<file path="config.mk">
export PLATFORM = sky130hd
export DESIGN_NAME = regs_port_arbiter_flat
export DESIGN_NICKNAME = d
export VERILOG_FILES = /design/src/rtl/regs_port_arbiter_pkg.sv /design/src/rtl/regs_port_arbiter_if.sv /design/src/rtl/regs_port_arbiter_grant.sv /design/src/rtl/regs_port_arbiter.sv /design/src/flat_wrapper.sv
export SDC_FILE = /design/constraint.sdc
export NUM_CORES = 1
export LEC_CHECK = 0
export CORE_AREA = 2 2 122 124
export CTS_CLUSTER_DIAMETER = 60
export CTS_CLUSTER_SIZE = 12
export DETAILED_ROUTE_END_ITERATION = 12
export DIE_AREA = 0 0 124 126
export PLACE_DENSITY = 0.69
export SETUP_SLACK_MARGIN = 0.2
export SYNTH_ARGS = -nofsm -noshare
export SYNTH_HDL_FRONTEND = slang
export SYNTH_HIERARCHICAL = 1
export SYNTH_SLANG_ARGS = --single-unit
export TNS_END_PERCENT = 100
</file>
<file path="constraint.sdc">
create_clock -name aclk -period 2.7 [get_ports aclk]
set_input_delay 0.54 -clock aclk [delete_from_list [all_inputs] [get_ports aclk]]
set_output_delay 0.54 -clock aclk [all_outputs]
set_load 0.005 [all_outputs]
</file>
<file path="src/rtl/regs_port_arbiter_pkg.sv">
// Shared constants for the register-file port arbiter: read-return owner codes and starve counter width.
// No logic, no latency.
// No backpressure.
package regs_arb_pkg;

    localparam int STARVE_W = 4;

    typedef logic [1:0] owner_t;

    localparam owner_t OWN_NONE = 2'd0;
    localparam owner_t OWN_AXI  = 2'd1;
    localparam owner_t OWN_HW   = 2'd2;

endpackage

</file>
<file path="src/rtl/regs_port_arbiter_if.sv">
// Bundle of AXI-side, HW-side and memory-side signals around the register-file arbiter.
// No logic, no latency.
// Backpressure carried by the *_wready/*_rready grant signals.
interface regs_port_arbiter_if #(
    parameter int ADDR_BITS = 16,
    parameter int DATA_BITS = 32
);
    localparam int STB_BITS = DATA_BITS / 8;

    logic                 a_wen;
    logic [ADDR_BITS-1:0] a_waddr;
    logic [DATA_BITS-1:0] a_wdata;
    logic [STB_BITS-1:0]  a_wstb;
    logic                 a_wready;
    logic                 a_ren;
    logic [ADDR_BITS-1:0] a_raddr;
    logic                 a_rready;
    logic                 a_rvalid;
    logic [DATA_BITS-1:0] a_rdata;

    logic                 h_wen;
    logic [ADDR_BITS-1:0] h_waddr;
    logic [DATA_BITS-1:0] h_wdata;
    logic [STB_BITS-1:0]  h_wstb;
    logic                 h_wready;
    logic                 h_ren;
    logic [ADDR_BITS-1:0] h_raddr;
    logic                 h_rready;
    logic                 h_rvalid;
    logic [DATA_BITS-1:0] h_rdata;

    logic                 mem_wen;
    logic [ADDR_BITS-1:0] mem_waddr;
    logic [DATA_BITS-1:0] mem_wdata;
    logic [STB_BITS-1:0]  mem_wstb;
    logic                 mem_ren;
    logic [ADDR_BITS-1:0] mem_raddr;
    logic [DATA_BITS-1:0] mem_rdata;

    modport slave (
        input  a_wen, a_waddr, a_wdata, a_wstb, a_ren, a_raddr,
        output a_wready, a_rready, a_rvalid, a_rdata,
        input  h_wen, h_waddr, h_wdata, h_wstb, h_ren, h_raddr,
        output h_wready, h_rready, h_rvalid, h_rdata,
        output mem_wen, mem_waddr, mem_wdata, mem_wstb, mem_ren, mem_raddr,
        input  mem_rdata
    );

    modport master (
        output a_wen, a_waddr, a_wdata, a_wstb, a_ren, a_raddr,
        input  a_wready, a_rready, a_rvalid, a_rdata,
        output h_wen, h_waddr, h_wdata, h_wstb, h_ren, h_raddr,
        input  h_wready, h_rready, h_rvalid, h_rdata,
        input  mem_wen, mem_waddr, mem_wdata, mem_wstb, mem_ren, mem_raddr,
        output mem_rdata
    );

endinterface

</file>
<file path="src/rtl/regs_port_arbiter_grant.sv">
// Two-requester grant: HW wins unless AXI has been denied STARVE_LIMIT cycles in a row.
// Latency: combinational grant; starve counter updates each cycle.
// Backpressure: a denied requester simply keeps its request level asserted.
module regs_grant
    import regs_arb_pkg::*;
#(
    parameter int STARVE_LIMIT = 4
) (
    input  logic aclk,
    input  logic arst,
    input  logic a_req_i,
    input  logic h_req_i,
    output logic a_gnt_o,
    output logic h_gnt_o
);

    localparam logic [STARVE_W-1:0] LIMIT_C = STARVE_W'(STARVE_LIMIT);

    logic [STARVE_W-1:0] starve_q;
    logic [STARVE_W-1:0] starve_d;

    assign a_gnt_o = a_req_i & (~h_req_i | (starve_q == LIMIT_C));
    assign h_gnt_o = h_req_i & ~a_gnt_o;

    // Counter only survives while AXI keeps asking and keeps losing.
    always_comb begin
        starve_d = '0;
        if (a_req_i && !a_gnt_o) begin
            starve_d = (starve_q == '1) ? starve_q : starve_q + 1'b1;
        end
    end

    always_ff @(posedge aclk or posedge arst) begin
        if (arst) begin
            starve_q <= '0;
        end else begin
            starve_q <= starve_d;
        end
    end

endmodule

</file>
<file path="src/rtl/regs_port_arbiter.sv">
// Shares a 1-cycle-read register-file memory between AXI and HW requesters (REGS_ARB_BYPASS_EN: same-address write-to-read merge).
// Latency: grants combinational, read data returns the cycle after the read grant.
// Backpressure: *_wready/*_rready low while the other side owns that port.
module regs_port_arbiter
    import regs_arb_pkg::*;
#(
    parameter int ADDR_BITS    = 16,
    parameter int DATA_BITS    = 32,
    parameter int STARVE_LIMIT = 4
) (
    input  logic aclk,
    input  logic arst,
    regs_port_arbiter_if.slave bus
);

    localparam int STB_BITS = DATA_BITS / 8;

    logic a_wgnt, h_wgnt, a_rgnt, h_rgnt;

    regs_grant #(.STARVE_LIMIT(STARVE_LIMIT)) u_wgnt (
        .aclk    (aclk),
        .arst    (arst),
        .a_req_i (bus.a_wen),
        .h_req_i (bus.h_wen),
        .a_gnt_o (a_wgnt),
        .h_gnt_o (h_wgnt)
    );

    regs_grant #(.STARVE_LIMIT(STARVE_LIMIT)) u_rgnt (
        .aclk    (aclk),
        .arst    (arst),
        .a_req_i (bus.a_ren),
        .h_req_i (bus.h_ren),
        .a_gnt_o (a_rgnt),
        .h_gnt_o (h_rgnt)
    );

    assign bus.a_wready = a_wgnt;
    assign bus.h_wready = h_wgnt;
    assign bus.a_rready = a_rgnt;
    assign bus.h_rready = h_rgnt;

    logic [ADDR_BITS-1:0] mem_waddr, mem_raddr;
    logic [DATA_BITS-1:0] mem_wdata;
    logic [STB_BITS-1:0]  mem_wstb;

    always_comb begin
        mem_waddr = '0;
        mem_wdata = '0;
        mem_wstb  = '0;
        if (h_wgnt) begin
            mem_waddr = bus.h_waddr;
            mem_wdata = bus.h_wdata;
            mem_wstb  = bus.h_wstb;
        end else if (a_wgnt) begin
            mem_waddr = bus.a_waddr;
            mem_wdata = bus.a_wdata;
            mem_wstb  = bus.a_wstb;
        end
    end

    always_comb begin
        mem_raddr = '0;
        if (h_rgnt) begin
            mem_raddr = bus.h_raddr;
        end else if (a_rgnt) begin
            mem_raddr = bus.a_raddr;
        end
    end

    assign bus.mem_wen   = a_wgnt | h_wgnt;
    assign bus.mem_waddr = mem_waddr;
    assign bus.mem_wdata = mem_wdata;
    assign bus.mem_wstb  = mem_wstb;
    assign bus.mem_ren   = a_rgnt | h_rgnt;
    assign bus.mem_raddr = mem_raddr;

    owner_t owner_q, owner_d;

    always_comb begin
        owner_d = OWN_NONE;
        if (a_rgnt) begin
            owner_d = OWN_AXI;
        end else if (h_rgnt) begin
            owner_d = OWN_HW;
        end
    end

    logic [DATA_BITS-1:0] ret_data;

`ifdef REGS_ARB_BYPASS_EN
    logic                 byp_hit_q;
    logic [DATA_BITS-1:0] byp_data_q;
    logic [STB_BITS-1:0]  byp_stb_q;

    always_ff @(posedge aclk or posedge arst) begin
        if (arst) begin
            byp_hit_q  <= 1'b0;
            byp_data_q <= '0;
            byp_stb_q  <= '0;
        end else begin
            byp_hit_q  <= bus.mem_wen & bus.mem_ren & (mem_waddr == mem_raddr);
            byp_data_q <= mem_wdata;
            byp_stb_q  <= mem_wstb;
        end
    end

    // Memory is read-first, so the freshly written bytes are patched in here.
    always_comb begin
        ret_data = bus.mem_rdata;
        if (byp_hit_q) begin
            for (int b = 0; b < STB_BITS; b++) begin
                if (byp_stb_q[b]) begin
                    ret_data[8*b +: 8] = byp_data_q[8*b +: 8];
                end
            end
        end
    end
`else
    assign ret_data = bus.mem_rdata;
`endif

    logic [DATA_BITS-1:0] a_rdata_q, h_rdata_q;
    logic                 a_ret, h_ret;

    assign a_ret = (owner_q == OWN_AXI);
    assign h_ret = (owner_q == OWN_HW);

    always_ff @(posedge aclk or posedge arst) begin
        if (arst) begin
            owner_q   <= OWN_NONE;
            a_rdata_q <= '0;
            h_rdata_q <= '0;
        end else begin
            owner_q <= owner_d;
            if (a_ret) begin
                a_rdata_q <= ret_data;
            end
            if (h_ret) begin
                h_rdata_q <= ret_data;
            end
        end
    end

    assign bus.a_rvalid = a_ret;
    assign bus.h_rvalid = h_ret;
    assign bus.a_rdata  = a_ret ? ret_data : a_rdata_q;
    assign bus.h_rdata  = h_ret ? ret_data : h_rdata_q;

endmodule

</file>
<file path="src/flat_wrapper.sv">
// flat-port wrapper written by rule: the top's interface ports become plain ports
module regs_port_arbiter_flat import regs_arb_pkg::*;
#(
    parameter int ADDR_BITS    = 16,
    parameter int DATA_BITS    = 32,
    parameter int STARVE_LIMIT = 4
)
  (aclk, arst, bus_a_wen, bus_a_waddr, bus_a_wdata, bus_a_wstb, bus_a_ren, bus_a_raddr, bus_a_wready, bus_a_rready, bus_a_rvalid, bus_a_rdata, bus_h_wen, bus_h_waddr, bus_h_wdata, bus_h_wstb, bus_h_ren, bus_h_raddr, bus_h_wready, bus_h_rready, bus_h_rvalid, bus_h_rdata, bus_mem_wen, bus_mem_waddr, bus_mem_wdata, bus_mem_wstb, bus_mem_ren, bus_mem_raddr, bus_mem_rdata);
  regs_port_arbiter_if #(.ADDR_BITS(ADDR_BITS), .DATA_BITS(DATA_BITS)) bus_i ();
  input  logic aclk;
  input  logic arst;
  input wire logic [$bits(bus_i.a_wen)-1:0] bus_a_wen;
  input wire logic [$bits(bus_i.a_waddr)-1:0] bus_a_waddr;
  input wire logic [$bits(bus_i.a_wdata)-1:0] bus_a_wdata;
  input wire logic [$bits(bus_i.a_wstb)-1:0] bus_a_wstb;
  input wire logic [$bits(bus_i.a_ren)-1:0] bus_a_ren;
  input wire logic [$bits(bus_i.a_raddr)-1:0] bus_a_raddr;
  output wire logic [$bits(bus_i.a_wready)-1:0] bus_a_wready;
  output wire logic [$bits(bus_i.a_rready)-1:0] bus_a_rready;
  output wire logic [$bits(bus_i.a_rvalid)-1:0] bus_a_rvalid;
  output wire logic [$bits(bus_i.a_rdata)-1:0] bus_a_rdata;
  input wire logic [$bits(bus_i.h_wen)-1:0] bus_h_wen;
  input wire logic [$bits(bus_i.h_waddr)-1:0] bus_h_waddr;
  input wire logic [$bits(bus_i.h_wdata)-1:0] bus_h_wdata;
  input wire logic [$bits(bus_i.h_wstb)-1:0] bus_h_wstb;
  input wire logic [$bits(bus_i.h_ren)-1:0] bus_h_ren;
  input wire logic [$bits(bus_i.h_raddr)-1:0] bus_h_raddr;
  output wire logic [$bits(bus_i.h_wready)-1:0] bus_h_wready;
  output wire logic [$bits(bus_i.h_rready)-1:0] bus_h_rready;
  output wire logic [$bits(bus_i.h_rvalid)-1:0] bus_h_rvalid;
  output wire logic [$bits(bus_i.h_rdata)-1:0] bus_h_rdata;
  output wire logic [$bits(bus_i.mem_wen)-1:0] bus_mem_wen;
  output wire logic [$bits(bus_i.mem_waddr)-1:0] bus_mem_waddr;
  output wire logic [$bits(bus_i.mem_wdata)-1:0] bus_mem_wdata;
  output wire logic [$bits(bus_i.mem_wstb)-1:0] bus_mem_wstb;
  output wire logic [$bits(bus_i.mem_ren)-1:0] bus_mem_ren;
  output wire logic [$bits(bus_i.mem_raddr)-1:0] bus_mem_raddr;
  input wire logic [$bits(bus_i.mem_rdata)-1:0] bus_mem_rdata;
  assign bus_i.a_wen = bus_a_wen;
  assign bus_i.a_waddr = bus_a_waddr;
  assign bus_i.a_wdata = bus_a_wdata;
  assign bus_i.a_wstb = bus_a_wstb;
  assign bus_i.a_ren = bus_a_ren;
  assign bus_i.a_raddr = bus_a_raddr;
  assign bus_a_wready = bus_i.a_wready;
  assign bus_a_rready = bus_i.a_rready;
  assign bus_a_rvalid = bus_i.a_rvalid;
  assign bus_a_rdata = bus_i.a_rdata;
  assign bus_i.h_wen = bus_h_wen;
  assign bus_i.h_waddr = bus_h_waddr;
  assign bus_i.h_wdata = bus_h_wdata;
  assign bus_i.h_wstb = bus_h_wstb;
  assign bus_i.h_ren = bus_h_ren;
  assign bus_i.h_raddr = bus_h_raddr;
  assign bus_h_wready = bus_i.h_wready;
  assign bus_h_rready = bus_i.h_rready;
  assign bus_h_rvalid = bus_i.h_rvalid;
  assign bus_h_rdata = bus_i.h_rdata;
  assign bus_mem_wen = bus_i.mem_wen;
  assign bus_mem_waddr = bus_i.mem_waddr;
  assign bus_mem_wdata = bus_i.mem_wdata;
  assign bus_mem_wstb = bus_i.mem_wstb;
  assign bus_mem_ren = bus_i.mem_ren;
  assign bus_mem_raddr = bus_i.mem_raddr;
  assign bus_i.mem_rdata = bus_mem_rdata;
  regs_port_arbiter #(.ADDR_BITS(ADDR_BITS), .DATA_BITS(DATA_BITS), .STARVE_LIMIT(STARVE_LIMIT)) u_core (.aclk(aclk), .arst(arst), .bus(bus_i));
endmodule
</file>
==> impl_metrics.py, run 1 <==
metrics = {
    "global_route": {
        "grt_pass1_wl_um": 24910,
        "overflow": 0,
        "grt.total_usage_pct": 21.38,
        "antenna_found_initial": 1,
        "grtUsageMet3_pct": 8.016,
        "gr-max-usage-layer": "met2",
        "met2_usage_pct": 34.16,
        "grt_pass1_vias": 4278,
        "met1_usage_pct": 27.18,
        "grt_max_degree": 39,
    },
    "setup_path": {
        "slowest_stage": "dfrtp_1",
        "critPathCaptureType": "output port",
        "cp_common_cell": "buf_12",
        "crit_fanout": 6,
        "start_kind": "register",
        "r2r_slack_ns": 1.27,
        "crit_chain": "inv_2, ha_4, nand3b_4, nand2_4, a21boi_4, nor2b_4, buf_12, buf_12, buf_16, a22o_1, buf_2",
        "rr_worst_depth": 5,
        "rr_endpoint": "u_core/a_rdata_q[4]",
        "cp.required_ns": 2.16,
        "cp.arrival_ns": 2.12,
        "reg2reg_from": "u_core/owner_q[1]",
        "path_class": "reg2out",
        "critPathMaxStageDelay_ns": 0.36,
    },
    "synth": {
        "synth_cells": 288,
        "syn_area_per_cell_um2": 13.54,
        "yosysTopAreaCell": "dfrtp_1",
        "yosysUniqueCellTypes": 28,
        "seq_area_frac_synth_pct": 47.50,
        "async_flop_share_pct": 100.0,
        "synth.most_common_cell": "dfrtp_1",
        "yosys_warnings": 6,
        "netlist_area_um2": 3899,
        "yosys-top-cells-area": "dfrtp_1 (47%), mux2_4 (22%), a22o_1 (15%)",
        "syn-num-nets": 466,
        "synth.ff_latch_count": 74,
        "synth_common_cells": "dfrtp_1 (74), a22o_1 (65), mux2_4 (58)",
        "synth-edff-count": 0,
        "synth_flop_cell": "dfrtp_1",
        "yosysTopAreaCellShare_pct": 47.50,
    },
    "die": {
        "dieArea_um2": 15620,
        "initial_core_util_pct": 27.24,
        "rows": 44,
        "ios": 314,
        "core_area_um2": 14310,
        "die_width_um": 124,
        "chipHeight_um": 126,
    },
    "drt": {
        "drt-total-wl_um": 17510,
        "firstDrtPassIters": 4,
        "dr.first_iter.drc_count": 201,
        "viasPerCell": 4.689,
        "post-route-drc-count": 0,
        "via_count": 3976,
        "antenna_left": 0,
        "avgRoutedWirePerCell_um": 20.65,
    },
    "cts": {
        "clk_latency_ns": 0.34,
        "cts_root_buffer": "clkbuf_16",
        "cts-hold-fix-buffers": 0,
        "htreeDepth": 3,
        "path_clk_slew_ns": 0.06,
        "clockBufferDepth": 2,
        "cts.sinks": 74,
        "numCtsBuffers": 9,
        "cts_tree": "done",
    },
    "power": {
        "max-vdd-ir-drop_v": 0.0004413,
        "powerDensity_nw_per_um2": 486.7,
        "p_leak_uw": 0.003942,
    },
    "sta": {
        "rsz0062_at_grt": "yes",
        "max_slew_margin_pct": 64.05,
        "skew_ns": 0.007112,
        "tightest_slew_ns": 0.5385,
        "final-hold-violation-count": 0,
        "min_period_over_period_pct": 98.61,
        "drv_slew": 0,
        "setup-violations-final": 0,
        "tns_ns": 0,
        "period_needed_ns": 2.662,
        "worst_slack_ns": 0.03766,
        "max_freq_mhz": 375.6,
    },
    "placed_design": {
        "gp_congestion": 1.060,
        "place_hpwl_um": 12000,
        "place_inst": 782,
        "io_buffers": 313,
        "placed_area_um2": 7360,
        "dp_slack_ns": -0.2882,
    },
    "min_path": {
        "hold_path.class": "in2async",
    },
    "final_layout": {
        "drive_above_1_share_pct": 37.35,
        "stdcell_count": 848,
        "fin_nets": 837,
        "design_area_um2": 8257,
        "area_growth_pct": 111.8,
        "antenna_cells": 0,
        "nFillCells": 1198,
    },
    "run": {
        "maxCapViolations": 0,
    },
    "run_status": {
        "outcome": "complete, no violations",
    },
}
==> worst max path at each step <==
stage                              start  slack [ns]                 to
2_1_floorplan  u_core/u_wgnt/starve_q[0]        0.37   bus_mem_waddr[0]
3_5_place_dp                   bus_h_wen       -0.29   bus_mem_wdata[5]
6_report       u_core/u_wgnt/starve_q[1]        0.04  bus_mem_wdata[25]
3_3_place_gp                   bus_h_wen       -0.28   bus_mem_wdata[5]
4_1_cts        u_core/u_wgnt/starve_q[1]        0.01   bus_mem_wdata[5]
5_1_grt        u_core/u_wgnt/starve_q[0]       -0.06  bus_mem_wdata[25]
==> through the flow <==
stage / hold slack, ns / util, % / total power, µW
after CTS: 0.4416 / 56.14 / 4004
after global routing: 0.4646 / 57.68 / 4226
final: 0.4596 / 57.68 / 4019
after detailed placement: 0.4777 / 51.42 / 2834
after floorplan: 0.3061 / - / 1898
after global placement: 0.4742 / 51.42 / 2810
==> kinds of logic after synthesis <==
| logic type | after synthesis | synth area share [%] |
|---|---|---|
| AO/OA/AOI/OAI | 74 | 15.95 |
| flip-flops | 74 | 47.50 |
| multiplexers | 66 | 24.58 |
| AND/OR/NAND/NOR | 37 | 5.456 |
| buffers and inverters | 31 | 4.782 |
| adder cells (fa/ha/maj) | 4 | 1.284 |
| XOR/XNOR | 2 | 0.4494 |
==> power by group <==
group / leakage (µW) / internal [µW] / total, µW / switching (µW)
registers: 0.000884 / 1300 / 1360 / 60.7
clock network: 0.000140 / 658 / 1140 / 485
logic: 0.00292 / 1010 / 1520 / 511
==> critical path: cells and delay by family, from the launching register on <==
| family | cells | cell delay, ns |
|---|---|---|
| and+or+nand+nor | 3 | 0.22 |
| DFF | 1 | 0.36 |
| adders and majority gates | 1 | 0.15 |
| buffers and inverters | 5 | 0.59 |
| AOI/OAI and AO/OA | 2 | 0.45 |
==> state kept, by name, summed over array words and instances (netlist names) <==
signal,count
u_core/owner_q,2
u_core/u_rgnt/starve_q,4
u_core/h_rdata_q,32
u_core/a_rdata_q,32
u_core/u_wgnt/starve_q,4
==> final cells by class <==
| cell class | count | area, µm² | area share, % |
|---|---|---|---|
| Timing Repair Buffer | 382 | 3835 | 46.45 |
| Clock inverter | 6 | 47.55 | 0.5758 |
| Tap cell | 184 | 230.2 | 2.788 |
| Multi-Input combinational cell | 184 | 2023 | 24.50 |
| Inverter | 8 | 30.03 | 0.3637 |
| Sequential cell | 74 | 1852 | 22.43 |
| Clock buffer | 10 | 239.0 | 2.894 |
==> repair_timing <==
item,CTS,global route
pin swaps,16,16
cloned,14,2
endpoints found under the setup margin,129,94
resized for setup,341,55
setup buffers,27,7
==> cells in the final DEF, fill, tap and decap left out, types with 14 or more instances in the layout <==
cell type          n
a22o_1            61
buf_12            14
buf_2             59
buf_4             26
buf_6             18
clkdlybuf4s15_1   14
clkdlybuf4s50_1  197
dfrtp_1           74
dlygate4sd2_1     23
mux2_4            60
==> routing by layer <==
layer  up-vias  share of wire [%]  wire [µm]
li1       1824                  -          -
met1      1948                 40       7039
met2       179                 49       8593
met3        23                9.3       1632
met4         2                1.3        235
met5         -              0.057         10
(Power assumes the default switching activity.)
==> inputs of run 2 (changes only) <==
Settings changed: CTS_BUF_LIST set to sky130_fd_sc_hd__clkbuf_4 sky130_fd_sc_hd__clkbuf_8 sky130_fd_sc_hd__clkbuf_16.
==> results of run 2 <==
The final DEF is identical to that of run 1; final timing and power are the same.
==> inputs of run 3 (changes only) <==
--- a/config.mk
+++ b/config.mk
@@ -6,11 +6,13 @@
 export NUM_CORES = 1
 export LEC_CHECK = 0
-export CORE_AREA = 2 2 122 124
+export CELL_PAD_IN_SITES_DETAIL_PLACEMENT = 0
+export CELL_PAD_IN_SITES_GLOBAL_PLACEMENT = 2
+export CORE_MARGIN = 1
+export CORE_UTILIZATION = 19
 export CTS_BUF_LIST = sky130_fd_sc_hd__clkbuf_4 sky130_fd_sc_hd__clkbuf_8 sky130_fd_sc_hd__clkbuf_16
 export CTS_CLUSTER_DIAMETER = 60
 export CTS_CLUSTER_SIZE = 12
 export DETAILED_ROUTE_END_ITERATION = 12
-export DIE_AREA = 0 0 124 126
-export PLACE_DENSITY = 0.69
+export PLACE_DENSITY_LB_ADDON = 0.1
 export SETUP_SLACK_MARGIN = 0.2
 export SYNTH_ARGS = -nofsm -noshare
==> constraint.sdc (replaced) <==
create_clock -name aclk -period 2.7 [get_ports aclk]
set_input_delay 0.54 -clock aclk [delete_from_list [all_inputs] [get_ports aclk]]
set_output_delay 0.54 -clock aclk [all_outputs]
set_load 0.05 [all_outputs]
==> impl_metrics.py, run 3 (synthesized netlist as in run 1, its figures left out) <==
metrics = {
    "run_status": {
        "outcome": "complete, no violations",
    },
    "placed_design": {
        "dp_slack_ns": 0.002400,
        "place_inst": 864,
        "place_hpwl_um": 11590,
        "io_buffers": 313,
        "placed_area_um2": 7412,
        "gp_congestion": 0.7561,
    },
    "die": {
        "rows": 52,
        "chipHeight_um": 145.2,
        "core_area_um2": 20170,
        "die_width_um": 145.2,
        "initial_core_util_pct": 19.33,
        "ios": 314,
        "dieArea_um2": 21100,
    },
    "setup_path": {
        "critPathCaptureType": "output port",
        "crit_fanout": 7,
        "critPathMaxStageDelay_ns": 0.36,
        "path_class": "reg2out",
        "start_kind": "register",
        "crit_buf_inv": 4,
        "cp_top_family": "buffers and inverters",
        "slowest_stage": "dfrtp_1",
        "rr_worst_depth": 3,
        "cp.arrival_ns": 2.01,
        "cp.required_ns": 2.16,
        "crit_chain": "inv_2, ha_4, nand3b_4, nand2_4, and2_4, nor2b_4, buf_12, clkbuf_16, a22o_4, buf_6",
        "path_depth": 10,
    },
    "global_route": {
        "grt.total_usage_pct": 14.74,
        "grt_pass1_wl_um": 23780,
        "grt_pass1_vias": 4149,
        "grt_max_degree": 35,
        "overflow": 0,
        "antenna_found_initial": 0,
    },
    "sta": {
        "tightest_slew_ns": 0.4457,
        "final-hold-violation-count": 0,
        "min_period_over_period_pct": 94.43,
        "setup-violations-final": 0,
        "rsz0062_at_grt": "yes",
        "period_needed_ns": 2.550,
        "max_freq_mhz": 392.2,
        "drv_slew": 0,
        "skew_ns": 0.002527,
        "max_slew_margin_pct": 70.29,
        "timing.hold.ws_ns": 0.4901,
        "worst_slack_ns": 0.1503,
    },
    "run": {
        "maxCapViolations": 0,
    },
    "drt": {
        "drt-total-wl_um": 15790,
        "viasPerCell": 4.195,
        "antenna_left": 0,
        "avgRoutedWirePerCell_um": 17.56,
        "dr.first_iter.drc_count": 92,
        "post-route-drc-count": 0,
        "firstDrtPassIters": 5,
        "via_count": 3771,
    },
    "min_path": {
        "whs_path_depth": 1,
        "hold_path.class": "reg2reg",
    },
    "power": {
        "max-vdd-ir-drop_v": 0.0002719,
        "powerDensity_nw_per_um2": 592.4,
        "power_uw": 5180,
        "p_leak_uw": 0.004012,
    },
    "final_layout": {
        "stdcell_count": 899,
        "design_area_um2": 8743,
        "largest_registers": "u_core/a_rdata_q: 32 flops, u_core/h_rdata_q: 32 flops",
        "final_common_cell": "clkdlybuf4s50_1",
        "area_growth_pct": 124.3,
        "antenna_cells": 0,
        "drive_above_1_share_pct": 53.58,
        "fin_nets": 803,
        "final_cell_mix": "clkdlybuf4s50_1 (170), buf_4 (85), dfrtp_1 (74)",
    },
    "cts": {
        "cts_tree": "done",
        "clockBufferDepth": 2,
        "cts_root_buffer": "clkbuf_16",
        "cts-hold-fix-buffers": 0,
        "numCtsBuffers": 9,
        "cts.sinks": 74,
        "htreeDepth": 3,
        "clk_latency_ns": 0.33,
        "path_clk_slew_ns": 0.06,
    },
}
run 3: stage by stage:
stage	TNS (ns)	utilization, %
final	0	43.35
after global routing	0	43.35
after CTS	0	40.58
after detailed placement	0	36.75
after global placement	0	36.75
after floorplan	-0.1304	-
run 3: path summary, 6_finish.rpt:
path,start,endpoint,slack (ns)
setup / recovery,u_core/u_wgnt/starve_q[1],bus_mem_wdata[12],0.15
hold / removal,u_core/a_rdata_q[10],u_core/a_rdata_q[10],0.49
setup reg to reg,u_core/owner_q[1],u_core/a_rdata_q[31],1.22
hold reg to reg,u_core/a_rdata_q[10],u_core/a_rdata_q[10],0.49
max in group asynchronous,arst,u_core/h_rdata_q[4],1.66
min in group asynchronous,arst,u_core/u_rgnt/starve_q[2],0.50
run 3: where the power goes:
group | switching, µW | internal [µW] | leakage (µW)
Sequential | 52.2 | 1300 | 0.000884
Clock | 436 | 794 | 0.000155
Combinational | 1470 | 1130 | 0.00297
run 3: cell type report:
type,instances,area (µm²)
Sequential cell,74,1852
Multi-Input combinational cell,184,2405
Inverter,8,30.03
Fill cell,1895,11430
Clock buffer,13,274.0
Tap cell,270,337.8
Clock inverter,2,35.03
Timing Repair Buffer,348,3810
run 3: per-layer routing:
metal | up-vias | track usage (%) | wire length, µm
met4 | 0 | 6.737 | 470
met3 | 23 | 4.969 | 1190
met5 | - | 0 | 0
li1 | 1748 | - | -
met2 | 180 | 27.24 | 8510
met1 | 1820 | 14.84 | 5617
run 3: what timing repair did:
| item | 4_1_cts | 5_1_grt |
|---|---|---|
| setup endpoints to repair | 71 | 70 |
| cloned | 3 | 6 |
| buffers inserted | 7 | 4 |
| resized for setup | 95 | 77 |
| pin swaps | 1 | 7 |
